### src/rtl/tile_loader.sv
// tile_loader: fetches a strided 2-D region byte by byte and emits it
// as fixed-width tiles, one or more per row, zero-padded past row end.
module tile_loader #(
  parameter int TILE_WIDTH = 256,
  parameter int DATA_WIDTH = 8,
  parameter int ADDR_WIDTH = 24
) (
  input  logic                  clk,
  input  logic                  rst_n,
  input  logic                  start,
  input  logic [ADDR_WIDTH-1:0] dram_addr,
  input  logic [11:0]           rows,
  input  logic [19:0]           cols,
  input  logic [ADDR_WIDTH-1:0] row_stride,
  output logic                  mem_re,
  output logic [ADDR_WIDTH-1:0] mem_addr,
  input  logic [7:0]            mem_rdata,
  output logic [TILE_WIDTH-1:0] tile_data,
  output logic                  tile_valid,
  input  logic                  tile_ready,
  output logic                  tile_last,
  output logic                  busy,
  output logic                  done
);
  localparam int NB  = TILE_WIDTH / 8;
  localparam int BPE = DATA_WIDTH / 8;
  localparam int JW  = $clog2(NB);

  typedef enum logic [2:0] {
    IDLE, PRIME, READ, OUTPUT, DONE
  } state_t;

  state_t r_state, w_next;

  logic [ADDR_WIDTH-1:0] r_base;
  logic [ADDR_WIDTH-1:0] r_taddr;
  logic [ADDR_WIDTH-1:0] r_stride;
  logic [20:0]           r_row_bytes;
  logic [20:0]           r_off;
  logic [11:0]           r_rows_left;
  logic [JW-1:0]         r_j;
  logic [TILE_WIDTH-1:0] r_tile;

  logic [20:0] w_row_bytes;
  logic [21:0] w_pos;
  logic [21:0] w_nxt_pos;
  logic [21:0] w_next_off;
  logic [JW:0] w_jn;
  logic [JW+2:0] w_bit;
  logic w_in_row;
  logic w_last_j;
  logic w_req_nxt;
  logic w_row_more;
  logic w_empty;

  assign w_row_bytes = (BPE == 2) ? {cols, 1'b0}
                                  : {1'b0, cols};
  assign w_pos      = {1'b0, r_off} + 22'(r_j);
  assign w_nxt_pos  = w_pos + 22'd1;
  assign w_next_off = {1'b0, r_off} + 22'(NB);
  assign w_jn       = {1'b0, r_j} + (JW+1)'(1);
  assign w_bit      = {JW'(NB-1) - r_j, 3'b000};
  assign w_in_row   = w_pos < {1'b0, r_row_bytes};
  assign w_last_j   = r_j == JW'(NB-1);
  // byte j+1 is fetched only while it still lies inside the row
  assign w_req_nxt  = !w_last_j &&
                      (w_nxt_pos < {1'b0, r_row_bytes});
  assign w_row_more = w_next_off < {1'b0, r_row_bytes};
  assign w_empty    = (rows == 12'd0) || (cols == 20'd0);

  always_ff @(posedge clk) begin
    if (!rst_n) r_state <= IDLE;
    else        r_state <= w_next;
  end

  always_comb begin
    w_next = r_state;
    unique case (r_state)
      IDLE:
        if (start) w_next = w_empty ? DONE : PRIME;
      PRIME:
        w_next = READ;
      READ:
        if (w_last_j) w_next = OUTPUT;
      OUTPUT:
        if (tile_ready)
          w_next = (w_row_more || r_rows_left > 12'd1)
                 ? PRIME : DONE;
      DONE:
        w_next = IDLE;
      default:
        w_next = IDLE;
    endcase
  end

  always_ff @(posedge clk) begin
    if (!rst_n) begin
      r_base      <= '0;
      r_taddr     <= '0;
      r_stride    <= '0;
      r_row_bytes <= '0;
      r_off       <= '0;
      r_rows_left <= '0;
      r_j         <= '0;
      r_tile      <= '0;
    end else begin
      unique case (r_state)
        IDLE:
          if (start && !w_empty) begin
            r_base      <= dram_addr;
            r_taddr     <= dram_addr;
            r_stride    <= row_stride;
            r_row_bytes <= w_row_bytes;
            r_rows_left <= rows;
            r_off       <= '0;
          end
        PRIME:
          r_j <= '0;
        READ: begin
          r_tile[w_bit +: 8] <= w_in_row ? mem_rdata : 8'h00;
          r_j <= r_j + JW'(1);
        end
        OUTPUT:
          if (tile_ready) begin
            if (w_row_more) begin
              r_off   <= w_next_off[20:0];
              r_taddr <= r_taddr + ADDR_WIDTH'(NB);
            end else begin
              r_off       <= '0;
              r_rows_left <= r_rows_left - 12'd1;
              r_base      <= r_base + r_stride;
              r_taddr     <= r_base + r_stride;
            end
          end
        default: ;
      endcase
    end
  end

  assign mem_re = (r_state == PRIME) ||
                  ((r_state == READ) && w_req_nxt);

  always_comb begin
    mem_addr = '0;
    if (r_state == PRIME)
      mem_addr = r_taddr;
    else if (mem_re)
      mem_addr = r_taddr + ADDR_WIDTH'(w_jn);
  end

  assign tile_data  = r_tile;
  assign tile_valid = r_state == OUTPUT;
  assign tile_last  = tile_valid && !w_row_more &&
                      (r_rows_left == 12'd1);
  assign busy       = r_state != IDLE;
  assign done       = r_state == DONE;

endmodule

### config.mk
export PLATFORM = sky130hd
export DESIGN_NAME = tile_loader
export DESIGN_NICKNAME = d
export VERILOG_FILES = /design/src/rtl/tile_loader.sv
export SDC_FILE = /design/constraint.sdc
export NUM_CORES = 1
export LEC_CHECK = 0
export ABC_AREA = 1
export BUFFER_PORTS_ARGS = -buffer_cell sky130_fd_sc_hd__buf_2
export CAP_MARGIN = 20
export CORE_ASPECT_RATIO = 1.5
export CORE_MARGIN = 10
export CORE_UTILIZATION = 45
export CTS_CLUSTER_SIZE = 8
export DETAILED_ROUTE_END_ITERATION = 8
export PLACE_DENSITY_LB_ADDON = 0.2
export SLEW_MARGIN = 15
export SYNTH_ARGS = -nofsm -noshare
export SYNTH_HDL_FRONTEND = slang
export SYNTH_SLANG_ARGS = --single-unit
### constraint.sdc
create_clock -name clk -period 7.5 [get_ports clk]
set_clock_uncertainty 0.2 [all_clocks]
set_input_delay 1.125 -clock clk [delete_from_list [all_inputs] [get_ports clk]]
set_output_delay 1.125 -clock clk [all_outputs]
set_load 0.01 [all_outputs]
==> impl_metrics.csv, run 1 <==
group,metric,value,unit
power_and_ir_drop,power_density,268,nW/um^2
clock_network,clockBufferDepth,3,
placement,place.port_buffers,376,
critical_path,cpMaxStageDelayCell,"dfxtp_1",
critical_path,arrival,4.77,ns
logic_synthesis,synthesis.instances,2617,
floorplanning,row_count,93,
clock_network,cts_inserted_buffers,54,
finish,diodes,0,
global_route,gr-total-overflow,0,
clock_network,path_clk_slew,0.05,ns
routing,drtIter0Drc,1328,
timing,rsz0062_at_grt,"false",
power_and_ir_drop,peakVddDrop,0.183,mV
critical_path,path_max_fanout,25,
timing,slew-limit-headroom,26.5,%
clock_network,clk_latency,0.59,ns
timing,hold_violations,0,
routing,vias,19200,
logic_synthesis,synth-edff-count,0,
placement,globalplace.congestion,0.984,
floorplanning,start_util,45.3,%
timing,setup_viol,0,
routing,ant_nets,0,
timing,slew_violations,0,
logic_synthesis,syn_area_per_cell,7.41,um^2
clock_network,cts_root_buf,"clkbuf_16",
routing,dr.pass1.iters,7,
critical_path,required,6.17,ns
floorplanning,coreArea,42800,um^2
clock_network,cts_sinks,384,
finish,fin_nets,3103,
timing,min_period_over_period,81.3,%
critical_path,start_kind,"flop",
logic_synthesis,ys_ff_latch,384,
logic_synthesis,synthFlopType,"dfxtp_1",
clock_network,cts_tree,"done",
logic_synthesis,synth_nets,2802,
critical_path,max_stage_delay,0.48,ns
placement,dp_slack,2.04,ns
global_route,antenna_found_initial,0,
routing,drc,0,
run_status,outcome,"finished clean",
critical_path,path_common_cell,"nand2_1",
timing,max_freq,0.164,GHz
global_route,grt_pass1_vias,19000,
routing,viasPerCell,5.51,
timing,final.min_clock_period,6.10,ns
routing,avgRoutedWirePerCell,20.0,um
floorplanning,die_y,274,um
finish,area_growth,18.3,%
global_route,grt_pass1_wl,107000,um
clock_network,holdBufCountCts,0,
logic_synthesis,async_flop_share,0,%
floorplanning,die_x,190,um
timing,worst_slack,1.40,ns
finish,nFillCells,4303,
routing,wirelength,69800,um
critical_path,cp_num_buf_inv,3,
clock_network,cts_resized,0,
min_path,holdCritPathClass,"flop to flop",
critical_path,cp_top_family,"simple AND/OR/NAND/NOR gates",
timing,tns,0,ns
global_route,track_usage,25.6,%
critical_path,path_class,"flop to output port",
critical_path,end_kind,"output port",
global_route,grt_max_degree,116,
floorplanning,ios,377,
floorplanning,die_area,52000,um^2
timing,tightest_slew,1.10,ns
power_and_ir_drop,power_leakage,0.0107,uW
logic_synthesis,ys_seq_area_share,39.6,%
logic_synthesis,yosysUniqueCellTypes,51,
logic_synthesis,netlist_area,19400,um^2
critical_path,ff2ff_setup_slack,2.98,ns
clock_network,post-cts-setup-buffers,0,
finish,drive_gt1_share,18.6,%
placement,hpwlAfterDp,52700,um
logic_synthesis,yosysWarnings,0,
run,maxCapViolCount,0,
clock_network,htreeDepth,2,
==> routing by layer <==
metal / track usage [%] / wire length (um)
met3: 6.33 / 5020
met5: 0 / 0
met2: 46.3 / 35400
met4: 11.9 / 3190
met1: 27.4 / 26200
==> state kept, by name, indices dropped and copies added (netlist names) <==
name / count
tile_data: 256
r_base: 24
r_stride: 24
r_taddr: 24
r_row_bytes: 20
r_off: 16
r_rows_left: 12
r_j: 5
r_state: 3
==> report_power, final <==
| part | switching [uW] | internal (uW) |
|---|---|---|
| Combinational | 1110 | 501 |
| Clock | 877 | 1290 |
| Sequential | 151 | 2220 |
| Total | 2140 | 4010 |
==> layout make-up <==
cell class | instances | area, um^2 | share of cell area [%]
clock buffer | 56 | 1390 | 6.05
clock inverter | 3 | 58.8 | 0.256
inverter | 218 | 823 | 3.59
multi-input combinational | 1874 | 10300 | 44.9
sequential | 384 | 7690 | 33.5
tap | 570 | 713 | 3.11
timing repair buffer | 386 | 1980 | 8.64
==> cells in the mapped netlist (5+ instances only) <==
library cell    n  area share [%]
xnor2_1        15            0.68
nand4_2        20             1.3
inv_2          10            0.19
clkbuf_1       83             1.6
nand2_1       364             7.0
nor4_1          8            0.26
inv_1         205             4.0
nand3_4         8            0.72
nor3_1         35            0.90
nor2_1        241             4.7
nand3b_1        8            0.31
or2_2           7            0.23
o31ai_1        10            0.39
buf_2          44             1.1
o21ai_0       377             9.7
buf_1           8            0.15
dfxtp_1       384              40
nand3_2         8            0.41
buf_4           5            0.19
xor2_1         57             2.6
ha_1           91             5.9
nor2_2         16            0.52
o21a_1         11            0.43
nor2_4          9            0.52
nand3_1        85             2.2
nand4_1        42             1.4
a21oi_1       421              11
==> worst paths after layout <==
kind                        startpoint                          end  depth (start not counted)
max                r_j[2]$_SDFFE_PN0P_                  mem_addr[2]                         25
max reg2reg      r_off[5]$_SDFFE_PN0P_  r_rows_left[6]$_SDFFE_PN0P_                         22
min          r_stride[21]$_SDFFE_PN0P_    r_stride[21]$_SDFFE_PN0P_                          2
min reg2reg  r_stride[21]$_SDFFE_PN0P_    r_stride[21]$_SDFFE_PN0P_                          2
==> layout by cell type (no fill, tap or decap), drive strengths merged <==
master	netlist	layout
nand2	372	372
a41oi	1	1
conb	1	1
a21boi	2	2
a211oi	3	3
a21oi	421	421
clkinv	3	5
nand3	101	101
a2111oi	1	1
nor4b	1	1
o21bai	2	2
nor3b	1	1
xnor2	15	15
nor3	40	40
buf	57	386
a22oi	1	1
dfxtp	384	384
a21o	2	2
a31oi	2	2
nand3b	8	8
nand2b	1	1
inv	215	216
fa	2	2
o22ai	1	1
or2	7	7
o21ai	377	377
nand4	62	62
ha	91	91
o211ai	3	3
xor2	58	58
clkbuf	84	56
nor4	8	8
o31ai	10	10
o21a	11	11
nor2	269	269
==> stage by stage <==
step	cells	area [um^2]	util [%]	power, uW	hold slack (ns)
2_1_floorplan	2617	19400	-	3510	0.227
3_3_place_gp	3429	21500	50.1	3970	0.245
3_5_place_dp	3429	21500	50.1	4010	0.241
4_1_cts	3488	22900	53.5	6180	0.248
5_1_grt	3491	23000	53.6	6490	0.274
6_report	3491	23000	53.6	6150	0.249
==> worst register-to-register path, delay by kind of cell, from the launching register on <==
| family | cells | cell delay [ns] |
|---|---|---|
| flops | 1 | 0.48 |
| fa+ha+maj | 2 | 0.54 |
| buf+inv | 4 | 1.02 |
| simple gates | 15 | 1.94 |
| compound gates | 1 | 0.27 |
==> cells by family after synthesis <==
kind of cell	share of synthesized area (%)
AND/OR/NAND/NOR	21.5
AO/OA/AOI/OAI	22.1
flip-flops	39.6
buffers and inverters	7.36
adder cells (fa/ha/maj)	6.07
XOR/XNOR	3.33
other	0.0193
No activity file was read; power rests on OpenSTA's default activity.
==> inputs of run 2 (changes only) <==
Clock period 7.5 ns to 6 ns, I/O delays scaled along.
==> run 2 against run 1 <==
Utilization fell by 0.19 points. Via count fell by 0.51%. Total power increased by 24%. Critical endpoint is now mem_addr[3]. Largest power group unchanged.
==> impl_metrics.csv, run 2 (synthesis results as in run 1) <==
group,metric,value,unit
min_path,holdCritPathClass,"flop to flop",
critical_path,path_class,"flop to output port",
routing,ant_nets,0,
routing,avgRoutedWirePerCell,20.0,um
placement,place.port_buffers,376,
timing,hold_violations,0,
clock_network,clockBufferDepth,3,
placement,globalplace.congestion,0.945,
timing,final.min_clock_period,5.49,ns
global_route,antenna_found_initial,0,
finish,fin_nets,3102,
timing,max_freq,0.182,GHz
floorplanning,die_area,52000,um^2
floorplanning,row_count,93,
run_status,outcome,"finished clean",
critical_path,ff2ff_setup_slack,1.54,ns
finish,largest_reg_flops,256,
clock_network,cts_root_buf,"clkbuf_16",
timing,setup_viol,0,
power_and_ir_drop,power_leakage,0.0106,uW
timing,slew-limit-headroom,29.9,%
floorplanning,die_x,190,um
run,maxCapViolCount,0,
power_and_ir_drop,peakVddDrop,0.227,mV
finish,area_growth,17.9,%
global_route,grt_busiest_layer,"met2",
timing,slew_violations,0,
routing,drc,0,
floorplanning,coreArea,42800,um^2
global_route,grt_use_met1,27.0,%
critical_path,start_kind,"flop",
routing,vias,19100,
global_route,gr-total-overflow,0,
timing,hold_slack,0.252,ns
placement,dp_slack,0.767,ns
global_route,grt_pass1_vias,19000,
clock_network,cts_inserted_buffers,53,
power_and_ir_drop,power_density,333,nW/um^2
clock_network,path_clk_slew,0.06,ns
timing,min_period_over_period,91.5,%
global_route,grt_max_degree,227,
global_route,met2_usage,45.8,%
routing,drtIter0Drc,1184,
floorplanning,die_y,274,um
critical_path,path_max_fanout,25,
floorplanning,start_util,45.3,%
timing,tightest_slew,1.05,ns
finish,nFillCells,4292,
critical_path,arrival,4.39,ns
routing,dr.pass1.iters,5,
finish,diodes,0,
timing,rsz0062_at_grt,"false",
global_route,grt_pass1_wl,107000,um
finish,drive_gt1_share,18.5,%
routing,wirelength,69800,um
routing,viasPerCell,5.49,
clock_network,cts_sinks,384,
clock_network,clk_latency,0.58,ns
finish,final_cell_mix,"a21oi_1, dfxtp_1, o21ai_0",
clock_network,cts_tree,"done",
power_and_ir_drop,power.total,7610,uW
global_route,met3_usage,6.94,%
placement,hpwlAfterDp,52400,um
timing,worst_slack,0.511,ns
timing,tns,0,ns
finish,final_common_cell,"a21oi_1",
floorplanning,ios,377,
critical_path,required,4.90,ns
clock_network,htreeDepth,2,
finish,final_util,53.4,%
clock_network,post-cts-setup-buffers,0,
global_route,track_usage,25.6,%
critical_path,end_kind,"output port",
-- run 2: timing repair --
action,4_1_cts,5_1_grt
resized for setup,0,3
endpoints found under the setup margin,0,25
hold buffers,0,0
-- run 2: critical path, stage by stage, from the launching register on --
cell     delay (ns)
dfxtp_1        0.47
inv_2          0.10
nand2_1        0.07
nand2_1        0.09
inv_1          0.13
nand2_1        0.06
nor2_1         0.23
nand2_1        0.16
nor3_2         0.21
nand2_1        0.14
nor3_2         0.18
nand2_1        0.08
a22oi_1        0.17
ha_1           0.27
nand2_1        0.09
o21ai_0        0.09
a21oi_1        0.15
nand2_1        0.09
nand2_1        0.06
nand2_1        0.07
nand2_1        0.07
nand2_1        0.04
nor2_1         0.18
nand2_4        0.18
o21ai_0        0.24
buf_2          0.17
-- run 2: path summary, 6_finish.rpt --
path / startpoint / endpoint / cells after the start
hold reg to reg: r_stride[19]$_SDFFE_PN0P_ / r_stride[19]$_SDFFE_PN0P_ / 2
hold / removal: r_stride[19]$_SDFFE_PN0P_ / r_stride[19]$_SDFFE_PN0P_ / 2
setup reg to reg: r_off[5]$_SDFFE_PN0P_ / r_rows_left[8]$_SDFFE_PN0P_ / 22
setup / recovery: r_j[2]$_SDFFE_PN0P_ / mem_addr[3] / 25
-- run 2: per-stage QoR --
stage	std cells	area [um^2]
floorplan	2617	19400
finish	3487	22900
global placement	3430	21500
detailed placement	3430	21500
CTS	3485	22900
global route	3487	22900
-- run 2: metal layers --
layer  part of all wire, %  vias up
li1                      -     9423
met1                    38     8961
met2                    50      598
met3                   7.1      155
met4                   5.1        0
met5                     0        -
-- run 2: cell type report --
cell class / instances / area, um^2 / share of cell area (%)
Tap cell: 570 / 713 / 3.12
Multi-Input combinational cell: 1874 / 10300 / 45.1
Sequential cell: 384 / 7690 / 33.6
Timing Repair Buffer: 386 / 1980 / 8.64
Clock inverter: 2 / 40.0 / 0.175
Inverter: 218 / 823 / 3.60
Clock buffer: 53 / 1330 / 5.80
-- run 2: where the power goes --
| group | total, uW | internal (uW) | switching (uW) | leakage, uW |
|---|---|---|---|---|
| Sequential | 2960 | 2770 | 189 | 0.00312 |
| Clock | 2630 | 1550 | 1080 | 0.000673 |
| Combinational | 2020 | 630 | 1390 | 0.00685 |
| Total | 7610 | 4950 | 2660 | 0.0106 |
==> inputs of run 3 (changes only) <==
--- a/config.mk
+++ b/config.mk
@@ -9,7 +9,10 @@
 export BUFFER_PORTS_ARGS = -buffer_cell sky130_fd_sc_hd__buf_2
 export CAP_MARGIN = 20
+export CELL_PAD_IN_SITES_DETAIL_PLACEMENT = 1
+export CELL_PAD_IN_SITES_GLOBAL_PLACEMENT = 2
 export CORE_ASPECT_RATIO = 1.5
 export CORE_MARGIN = 10
-export CORE_UTILIZATION = 45
+export CORE_UTILIZATION = 31
+export CTS_BUF_LIST = sky130_fd_sc_hd__clkbuf_16
 export CTS_CLUSTER_SIZE = 8
 export DETAILED_ROUTE_END_ITERATION = 8
==> constraint.sdc (replaced) <==
create_clock -name clk -period 6 [get_ports clk]
set_clock_uncertainty 0.2 [all_clocks]
set_input_delay 1.2 -clock clk [delete_from_list [all_inputs] [get_ports clk]]
set_output_delay 1.2 -clock clk [all_outputs]
set_load 0.01 [all_outputs]
==> run 3 against run 2 <==
Sequential power about the same. Highest routed layer is now met5. Critical path depth down 4. Final cell count up 7.0%. Clock-buffer cell count grew 2. Flip-flop and latch count unchanged. Combinational power up 4%. Fmax down 2.9%. Largest power group unchanged. Utilization is 16 points lower. Wire length is 17% higher. Clock power up 7.6%. Non-clock buffer count rose by 10. Worst setup slack got worse by 0.17 ns.
==> impl_metrics.csv, run 3 (synthesis results as in run 1) <==
group,metric,value,unit
timing,rsz0062_at_grt,"true",
placement,dpl.cell_count,3664,
routing,met1Wirelength,32000,um
floorplanning,row_count,112,
global_route,gr-total-overflow,0,
run_status,outcome,"finished clean",
critical_path,ff2ff_setup_slack,1.35,ns
critical_path,start_kind,"flop",
min_path,hold_depth,2,
critical_path,startpoint,"r_off[7]$_SDFFE_PN0P_",
timing,slew_violations,0,
power_and_ir_drop,switching_share,36.0,%
clock_network,htreeDepth,2,
power_and_ir_drop,comb_power_share,26.6,%
critical_path,r2r-end,"r_rows_left[1]$_SDFFE_PN0P_",
timing,max_freq,0.177,GHz
critical_path,arrival,4.26,ns
timing,min_period_over_period,94.3,%
clock_network,clockBufferDepth,3,
power_and_ir_drop,internal_power,5060,uW
floorplanning,ios,377,
critical_path,path_max_fanout,12,
routing,dr_wl_met2,42000,um
global_route,grt_max_degree,143,
clock_network,holdBufCountCts,0,
power_and_ir_drop,p_sw,2850,uW
critical_path,end_kind,"output port",
critical_path,reg2reg_depth,19,
floorplanning,start_util,31.3,%
routing,top_layer,"met5",
power_and_ir_drop,power_density,339,nW/um^2
finish,fin_nets,3114,
power_and_ir_drop,peakVddDrop,0.235,mV
power_and_ir_drop,power_leakage,0.0107,uW
power_and_ir_drop,seq_power_share,37.6,%
finish,drive_gt1_share,19.0,%
clock_network,cts_tree,"done",
timing,hold_violations,0,
routing,drc,0,
finish,area_growth,20.3,%
routing,ant_nets,0,
placement,hpwlAfterDp,62600,um
placement,place.port_buffers,376,
clock_network,clk_latency,0.63,ns
timing,tightest_slew,1.09,ns
finish,final_common_cell,"a21oi_1",
floorplanning,die_area,73200,um^2
critical_path,reg2reg_from,"r_off[9]$_SDFFE_PN0P_",
timing,setup_viol,0,
routing,avgRoutedWirePerCell,21.9,um
routing,vias,19200,
global_route,track_usage,21.8,%
finish,diodes,0,
global_route,grt_pass1_vias,20800,
clock_network,cts_root_buf,"clkbuf_16",
finish,final_cell_mix,"a21oi_1, dfxtp_1, buf_2",
routing,wl_met3,4850,um
run,maxCapViolCount,0,
global_route,antenna_found_initial,1,
finish,largest_reg_flops,256,
timing,slew-limit-headroom,27.2,%
routing,viasPerCell,5.15,
power_and_ir_drop,clkPwrFrac,35.8,%
critical_path,timing.critical_path.to,"mem_addr[5]",
clock_network,cts_sinks,384,
finish,fin_cells,3732,
timing,final.min_clock_period,5.66,ns
routing,dr.pass1.iters,4,
clock_network,post-cts-setup-buffers,0,
timing,tns,0,ns
routing,wirelength,81900,um
min_path,holdCritPathClass,"flop to flop",
clock_network,path_clk_slew,0.06,ns
routing,drtIter0Drc,921,
floorplanning,die_y,326,um
critical_path,required,4.60,ns
placement,globalplace.congestion,0.881,
critical_path,path_class,"flop to output port",
floorplanning,coreArea,62100,um^2
timing,hold_slack,0.257,ns
clock_network,cts_inserted_buffers,54,
floorplanning,die_x,224,um
global_route,grt_pass1_wl,125000,um
[run 3: layer usage]
layer | GRT usage [%] | vias up
li1 | - | 9440
met1 | 23.4 | 9229
met2 | 39.9 | 425
met3 | 5.67 | 139
met4 | 8.27 | 2
met5 | 0 | -
[run 3: worst min-delay path by stage]
stage	start	to	slack (ns)
floorplan	r_stride[0]$_SDFFE_PN0P_	r_stride[0]$_SDFFE_PN0P_	0.23
global placement	r_stride[19]$_SDFFE_PN0P_	r_stride[19]$_SDFFE_PN0P_	0.25
detailed placement	r_stride[19]$_SDFFE_PN0P_	r_stride[19]$_SDFFE_PN0P_	0.25
CTS	r_stride[19]$_SDFFE_PN0P_	r_stride[19]$_SDFFE_PN0P_	0.26
global route	r_stride[8]$_SDFFE_PN0P_	r_stride[8]$_SDFFE_PN0P_	0.27
finish	r_stride[6]$_SDFFE_PN0P_	r_stride[6]$_SDFFE_PN0P_	0.26
[run 3: final cells by class]
| class | count | area, um^2 |
|---|---|---|
| fillers | 7732 | 38700 |
| clock inverters | 6 | 91.3 |
| multi-input cells | 1875 | 10300 |
| clock buffers | 55 | 1380 |
| repair buffers | 396 | 2040 |
| inverters | 218 | 823 |
| flip-flops and latches | 384 | 7690 |
| well taps | 798 | 998 |
[run 3: timing repair]
item,4_1_cts,5_1_grt
resized for setup,4,7
setup endpoints to repair,25,25
cloned,0,1
pin swaps,0,0
[run 3: through the flow]
| step | cell area [um^2] | utilization [%] | total power (uW) | setup slack (ns) |
|---|---|---|---|---|
| after detailed placement | 21800 | 35.1 | 5130 | 0.351 |
| after global placement | 21800 | 35.1 | 5080 | 0.656 |
| after global routing | 23300 | 37.6 | 8370 | -0.0191 |
| final | 23300 | 37.6 | 7910 | 0.344 |
| after CTS | 23300 | 37.5 | 8000 | 0.0667 |
| after floorplan | 19400 | - | 4380 | 1.47 |
[run 3: critical path: stages (launching register included)]
cell	delay, ns
dfxtp_1	0.56
inv_1	0.14
nor2_1	0.18
nand3_1	0.10
nor2_1	0.10
nand2_1	0.11
nor2_1	0.20
nand2_1	0.14
nor3_1	0.25
xnor2_1	0.16
inv_1	0.07
ha_1	0.28
inv_1	0.08
nor3_1	0.05
a211oi_1	0.18
nand2_1	0.13
nand2_1	0.08
nand2_1	0.06
nor2_2	0.21
nand2_2	0.19
a21oi_1	0.20
buf_2	0.16
[run 3: power by group through the flow]
stage / Clock [uW] / Sequential [uW] / Combinational (uW)
after detailed placement: 0 / 3020 / 2110
final: 2830 / 2970 / 2110
after CTS: 2900 / 2970 / 2130
after floorplan: 0 / 2950 / 1440
after global placement: 0 / 3010 / 2060
after global routing: 3000 / 2990 / 2380
